`src/rtl/micro_sequencer_pkg.sv`:
```
// -----------------------------------------------------------------------------
// micro_sequencer_pkg
//   Shared definitions for the microprogram sequencer: opcode encoding of the
//   mi_op field, condition-select codes of the mi_sel field and the number of
//   external condition inputs.
// -----------------------------------------------------------------------------
package micro_sequencer_pkg;

    // Microinstruction opcodes (mi_op)
    typedef enum logic [2:0] {
        OP_CONT  = 3'd0,  // upc+1
        OP_JMP   = 3'd1,  // unconditional jump to mi_addr
        OP_JCOND = 3'd2,  // jump to mi_addr if cond
        OP_WAIT  = 3'd3,  // stall until cond
        OP_CALL  = 3'd4,  // push return address, jump to mi_addr
        OP_RET   = 3'd5,  // jump to popped return address
        OP_LDCNT = 3'd6,  // load loop counter from mi_addr
        OP_DJNZ  = 3'd7   // decrement counter, loop while it was > 1
    } op_e;

    // Condition-select codes (mi_sel)
    localparam logic [2:0] SEL_ALWAYS = 3'd0;
    localparam logic [2:0] SEL_C1     = 3'd1;
    localparam logic [2:0] SEL_C2     = 3'd2;
    localparam logic [2:0] SEL_C3     = 3'd3;
    localparam logic [2:0] SEL_C4     = 3'd4;
    localparam logic [2:0] SEL_C5     = 3'd5;
    localparam logic [2:0] SEL_C6     = 3'd6;
    localparam logic [2:0] SEL_CNTZ   = 3'd7;

    localparam int NUM_COND = 6;

endpackage

```
`src/rtl/micro_stack.sv`:
```
// -----------------------------------------------------------------------------
// micro_stack
//   DEPTH x WIDTH LIFO holding microprogram return addresses.
//   Ports:
//     clk    in   clock, rising edge
//     rst    in   synchronous active-low reset (empties the stack)
//     push   in   write din on top (ignored when full)
//     pop    in   discard top entry (ignored when empty)
//     din    in   WIDTH  value to push
//     top    out  WIDTH  current top-of-stack entry (undefined when empty)
//     full   out  no free entry
//     empty  out  no valid entry
// -----------------------------------------------------------------------------
module micro_stack #(
    parameter int DEPTH = 4,
    parameter int WIDTH = 6
) (
    input  logic             clk,
    input  logic             rst,
    input  logic             push,
    input  logic             pop,
    input  logic [WIDTH-1:0] din,
    output logic [WIDTH-1:0] top,
    output logic             full,
    output logic             empty
);

    localparam int IDX_W = (DEPTH > 1) ? $clog2(DEPTH) : 1;
    localparam int SP_W  = $clog2(DEPTH + 1);

    logic [SP_W-1:0]  sp_q;
    logic [WIDTH-1:0] mem_q [DEPTH];
    logic [IDX_W-1:0] top_idx;

    assign full    = (sp_q == SP_W'(DEPTH));
    assign empty   = (sp_q == '0);
    assign top_idx = IDX_W'(sp_q - SP_W'(1));
    assign top     = mem_q[top_idx];

    // NOTE: sequential state uses non-blocking assignments so every register
    // samples the pre-edge values of its peers, independent of block order.
    always_ff @(posedge clk) begin
        if (!rst) begin
            sp_q <= '0;
        end else if (push && !full) begin
            sp_q <= sp_q + SP_W'(1);
        end else if (pop && !empty) begin
            sp_q <= sp_q - SP_W'(1);
        end
    end

    // NOTE: the storage array is deliberately not reset; only sp_q decides
    // which entries are valid, and leaving the array reset-free lets it map to
    // plain registers/RAM without a reset tree.
    always_ff @(posedge clk) begin
        if (rst && push && !full) begin
            mem_q[sp_q[IDX_W-1:0]] <= din;
        end
    end

endmodule

```
`src/rtl/micro_sequencer.sv`:
```
// -----------------------------------------------------------------------------
// micro_sequencer
//   Next-address sequencer for a microprogrammed control unit. Holds the
//   microprogram counter, a return stack, a loop counter and the output latch.
//   The control ROM is external and combinational: the microinstruction at upc
//   executes in the current cycle, its effects appear after the next edge.
//   Ports:
//     clk        in   clock, rising edge
//     rst        in   synchronous active-low reset
//     condicion  in   6       external conditions C1..C6 (bit0 = C1)
//     mi_op      in   3       opcode (see op_e)
//     mi_sel     in   3       condition select
//     mi_pol     in   1       invert selected condition
//     mi_addr    in   ADDR_W  branch target / loop count
//     mi_out_we  in   1       load mi_out into salida
//     mi_out     in   OUT_W   output pattern
//     upc        out  ADDR_W  current microaddress
//     salida     out  OUT_W   registered outputs
//     stack_err  out  1       sticky CALL-on-full / RET-on-empty flag
// -----------------------------------------------------------------------------
module micro_sequencer
    import micro_sequencer_pkg::*;
#(
    parameter int ADDR_W      = 6,
    parameter int STACK_DEPTH = 4,
    parameter int OUT_W       = 8
) (
    input  logic                clk,
    input  logic                rst,
    input  logic [NUM_COND-1:0] condicion,
    input  logic [2:0]          mi_op,
    input  logic [2:0]          mi_sel,
    input  logic                mi_pol,
    input  logic [ADDR_W-1:0]   mi_addr,
    input  logic                mi_out_we,
    input  logic [OUT_W-1:0]    mi_out,
    output logic [ADDR_W-1:0]   upc,
    output logic [OUT_W-1:0]    salida,
    output logic                stack_err
);

    logic [ADDR_W-1:0]   upc_q, upc_d, upc_inc;
    logic [ADDR_W-1:0]   cnt_q, cnt_d;
    logic [NUM_COND-1:0] cond_q;
    logic [OUT_W-1:0]    salida_q;
    logic                stack_err_q;
    logic                err_set;
    logic                cond_raw, cond;

    logic                stk_push, stk_pop, stk_full, stk_empty;
    logic [ADDR_W-1:0]   stk_top;

    micro_stack #(
        .DEPTH (STACK_DEPTH),
        .WIDTH (ADDR_W)
    ) u_stack (
        .clk   (clk),
        .rst   (rst),
        .push  (stk_push),
        .pop   (stk_pop),
        .din   (upc_inc),
        .top   (stk_top),
        .full  (stk_full),
        .empty (stk_empty)
    );

    assign upc_inc = upc_q + ADDR_W'(1);

    // Condition select: uses the registered conditions and the counter value
    // before any update made by this cycle's instruction.
    always_comb begin
        cond_raw = 1'b1;
        case (mi_sel)
            SEL_ALWAYS: cond_raw = 1'b1;
            SEL_CNTZ:   cond_raw = (cnt_q == '0);
            default:    cond_raw = cond_q[mi_sel - 3'd1];
        endcase
        cond = cond_raw ^ mi_pol;
    end

    // NOTE: every signal written here gets a default first, so no path through
    // the case leaves a value unassigned and no latch is inferred.
    always_comb begin
        upc_d    = upc_inc;
        cnt_d    = cnt_q;
        stk_push = 1'b0;
        stk_pop  = 1'b0;
        err_set  = 1'b0;
        case (op_e'(mi_op))
            OP_CONT:  upc_d = upc_inc;
            OP_JMP:   upc_d = mi_addr;
            OP_JCOND: upc_d = cond ? mi_addr : upc_inc;
            OP_WAIT:  upc_d = cond ? upc_inc : upc_q;
            OP_CALL: begin
                if (stk_full) begin
                    err_set = 1'b1;
                end else begin
                    stk_push = 1'b1;
                    upc_d    = mi_addr;
                end
            end
            OP_RET: begin
                if (stk_empty) begin
                    err_set = 1'b1;
                end else begin
                    stk_pop = 1'b1;
                    upc_d   = stk_top;
                end
            end
            OP_LDCNT: cnt_d = mi_addr;
            OP_DJNZ: begin
                // Loop while the pre-decrement count exceeds 1: N loads give N
                // body passes, and a zero load still gives one pass.
                cnt_d = (cnt_q == '0) ? '0 : cnt_q - ADDR_W'(1);
                upc_d = (cnt_q > ADDR_W'(1)) ? mi_addr : upc_inc;
            end
            default: upc_d = upc_inc;
        endcase
    end

    always_ff @(posedge clk) begin
        if (!rst) begin
            upc_q       <= '0;
            cnt_q       <= '0;
            cond_q      <= '0;
            salida_q    <= '0;
            stack_err_q <= 1'b0;
        end else begin
            upc_q  <= upc_d;
            cnt_q  <= cnt_d;
            cond_q <= condicion;
            if (mi_out_we) begin
                salida_q <= mi_out;
            end
            if (err_set) begin
                stack_err_q <= 1'b1;
            end
        end
    end

    assign upc       = upc_q;
    assign salida    = salida_q;
    assign stack_err = stack_err_q;

endmodule
```
`config.mk`:
```
export PLATFORM = sky130hd
export DESIGN_NAME = micro_sequencer
export DESIGN_NICKNAME = d
export VERILOG_FILES = /design/src/rtl/micro_sequencer_pkg.sv /design/src/rtl/micro_stack.sv /design/src/rtl/micro_sequencer.sv
export SDC_FILE = /design/constraint.sdc
export NUM_CORES = 1
export LEC_CHECK = 0
export CAP_MARGIN = 20
export CORE_MARGIN = 2
export CORE_UTILIZATION = 50
export CTS_CLUSTER_SIZE = 10
export DETAILED_ROUTE_END_ITERATION = 10
export PLACE_DENSITY = 0.86
export SLEW_MARGIN = 20
export SYNTH_ARGS = -nofsm -noshare
export SYNTH_HDL_FRONTEND = slang
export SYNTH_HIERARCHICAL = 1
export SYNTH_SLANG_ARGS = --single-unit
```
`constraint.sdc`:
```
create_clock -name clk -period 2.8 [get_ports clk]
set_input_delay 0.28 -clock clk [delete_from_list [all_inputs] [get_ports clk]]
set_output_delay 0.28 -clock clk [all_outputs]
set_load 0.1 [all_outputs]
```
==> summary.md <==
| Metric | Value |
|---|---|
| Status | complete, no violations |
| Post-synth ARST share | 0 |
| Area contributors post-synth | edfxtp_1, dfxtp_1, ha_1 |
| Finished Layout Cells | 382 |
| DRC Markers | 0 |
| CTS tree | done |
| H-tree Lvls | 2 |
| Final Worst Setup Slack | 0.2048 ns |
| Core Region | 0.005507 mm^2 |
| Fin crit share | 0.9269 |
| GR peak layer | met2 |
| # placed instances | 374 |
| Unrepaired setup endpoints after global routing | false |
| Setup WS pre-CTS | -0.1036 ns |
| Routability Congestion | 0.8871 |
| CP endpoint kind | flop |
| Mapped Area | 0.002849 mm^2 |
| DR iter-0 viols | 128 |
| Syn Nets | 301 |
| Max stage delay cell, worst path | clkdlybuf4s50_1 |
| Die span in x | 79.49 um |
| CP arrival | 2.83 ns |
| Vias in the first global route | 2,188 |
| Grt met3 use | 0.04977 |
| PostCTS Resize Cnt | 0 |
| GRT met2 Usage | 0.3647 |
| WL per Instance | 16.43 um |
| PwrDens | 524.8 mW/mm^2 |
| Post-CTS Setup Inserts | 0 |
| CTS Buf Count | 5 |
| Cts hold-fix bufs | 0 |
| Post-DP HPWL | 4.707 mm |
| Top_reg_cell synth | dfxtp_1 |
| Pin count of the biggest net entering global routing | 21 |
| Synth top area share | 0.2530 |
| Clock Path Buffers | 2 |
| Register bit total from synthesis | 54 |
| Via count | 2,205 |
| All-Layer GR Usage | 0.2145 |
| Antenna cells | 0 |
| Crit Path Class | in -> reg |
| Worst slew pin tran | 0.6812 ns |
| Number of synthesized flops with an enable pin | 24 |
| Min Tclk post-route | 2.595 ns |
| Grt total ovfl | 0 |
| Met1 Track Usage GR | 0.2643 |
| Slew HR | 0.5426 |
| Initial antenna violation count | 0 |
| Achievable frequency | 385.3 MHz |
| First-pass GRT wire length | 10.48 mm |
| Die Ht | 79.49 um |
| Clock slew seen by the registers of the worst setup and hold paths | 0.09 ns |
| Critical Path RT | 3.03 ns |
| HP Class | reg -> reg |
| Startpoint Class | input pin |
| CP Max Fanout | 6 |
| Syn avg cell area | 11.04 um^2 |
| Cell accounting for the most synthesized area | edfxtp_1 |
| Fin. max-slew vios | 0 |
| Clock Latency Late Sink | 0.31 ns |
| # setup viols final | 0 |
| Crit path largest cell delay | 0.49 ns |
| Synth cell types | 51 |
| CTS Root Cell | clkbuf_8 |
| Skew final | 0.007034 ns |
| Worst-path cell chain | clkdlybuf4s50_1 -> inv_1 -> ha_1 -> ha_1 -> mux2_2 -> nand3_1 -> a31oi_4 -> xnor2_2 -> mux2_2 -> a31oi_1 |
| Clk sinks | 54 |
| Die area | 0.006318 mm^2 |
| Number of port buffers | 44 |
| Vias per std cell | 5.772 |
| Sequential area share after synthesis | 0.4638 |
| Final hold vios | 0 |
| Ys Warns | 6 |
| Layout area overhead | 22.18% |
| IO Pins | 45 |
| Fin Setup TNS | 0 ns |
| Final net count | 352 |
| Initial Util | 0.5174 |
| Filler Cell Count | 450 |
| Mapped Cells | 258 |
| Max-cap viol count | 0 |
| Site row count | 27 |
| Core Util, Final | 0.6321 |
| TritonRoute pass-1 iters | 4 |
| Leakage | 0.001401 uW |
| Share of layout cells above drive strength 1 | 0.1871 |
| Worst hold slack | 0.4970 ns |
| Drt total wl | 6.275 mm |
| Post-route ant nets | 0 |
| Max IR drop VDD | 0.2949 mV |
-- metrics by stage --
step / area, um^2 / power (uW)
finish: 3481 / 1827
global route: 3481 / 1906
global placement: 3392 / 1393
detailed placement: 3392 / 1407
floorplan: 2849 / 1253
CTS: 3481 / 1837
-- sequential cells by signal, summed over array words and instances, names as in the netlist --
signal         count
cnt_q              6
cond_q             6
salida             8
stack_err          1
u_stack/mem_q     24
u_stack/sp_q       3
upc                6
-- cell type report --
| type | count | area, um^2 | area share |
|---|---|---|---|
| sequential | 54 | 1321 | 0.3796 |
| tap | 72 | 90.09 | 0.02588 |
| clock inverter | 3 | 20.02 | 0.005751 |
| inverter | 19 | 71.32 | 0.02049 |
| timing repair buffer | 58 | 508.0 | 0.1459 |
| clock buffer | 5 | 68.82 | 0.01977 |
| multi-input combinational | 171 | 1401 | 0.4026 |
-- kinds of logic (layout without fill, tap and decap cells) --
family,Yosys count,in the layout,synth area share
buf+inv,33,85,0.04436
mux,22,22,0.1054
compound gates,52,52,0.1467
fa+ha+maj,13,13,0.05709
flops,54,54,0.4638
simple gates,77,77,0.1559
xor+xnor,7,7,0.02680
-- power breakdown --
part	total, uW	internal [uW]	leakage (uW)	switching, uW
logic	497	182	0.000888	315
clock network	431	176	0.0000422	255
registers	898	868	0.000470	30.8
-- path summary, 6_finish.rpt --
kind,from,to,slack (ns),depth (start not counted)
setup / recovery,mi_sel[0],upc[1],0.20,10
setup reg to reg,u_stack/sp_q[1],u_stack/mem_q[1][2],0.30,7
hold / removal,stack_err,stack_err,0.50,1
hold reg to reg,stack_err,stack_err,0.50,1
-- worst max-delay path, delay by kind of cell --
| family | cells | cell delay [ns] |
|---|---|---|
| compound gates | 2 | 0.33 |
| xor+xnor | 1 | 0.28 |
| fa+ha+maj | 2 | 0.53 |
| buf+inv | 2 | 0.55 |
| mux | 2 | 0.73 |
| simple gates | 1 | 0.12 |
-- cells in the final DEF, fill, tap and decap left out, types with 2 or more instances in the layout --
cell type,synthesis,routed
nand3_1,13,13
or3_1,6,6
and3_1,9,9
buf_4,0,29
edfxtp_1,24,24
o221a_2,3,3
o211a_1,3,3
nand2_1,12,12
o31ai_1,2,2
mux2_2,4,4
nand2b_1,3,3
xor2_1,2,2
mux2i_1,12,12
a22oi_1,7,7
nor2_1,6,6
nor2b_1,11,11
nor3_1,3,3
ha_1,13,13
inv_1,19,19
dfxtp_1,30,30
o221ai_1,6,6
a222oi_1,2,2
xnor2_1,3,3
clkbuf_8,0,5
clkdlybuf4s50_1,0,29
o21ai_0,5,5
and2_1,7,7
mux4_2,6,6
a31oi_1,7,7
a21oi_1,4,4
-- cells in the mapped netlist (2+ instances only) --
master,instances
mux2i_1,12
a21oi_1,4
nand2_1,12
a22oi_1,7
o221a_2,3
mux4_2,6
o31ai_1,2
dfxtp_1,30
nor2b_1,11
edfxtp_1,24
a31oi_1,7
nand2b_1,3
clkbuf_1,12
o211a_1,3
and2_1,7
nand3_1,13
ha_1,13
xnor2_1,3
o221ai_1,6
o21ai_0,5
nor3_1,3
inv_1,19
nor2_1,6
or3_1,6
a222oi_1,2
mux2_2,4
xor2_1,2
buf_2,2
and3_1,9
-- per-layer routing --
metal	vias to the layer above	part of all wire
met3	14	0.063
met2	76	0.50
met1	1061	0.41
met5	-	0
met4	0	0.024
li1	1054	-
No activity file was read; power rests on OpenSTA's default activity.
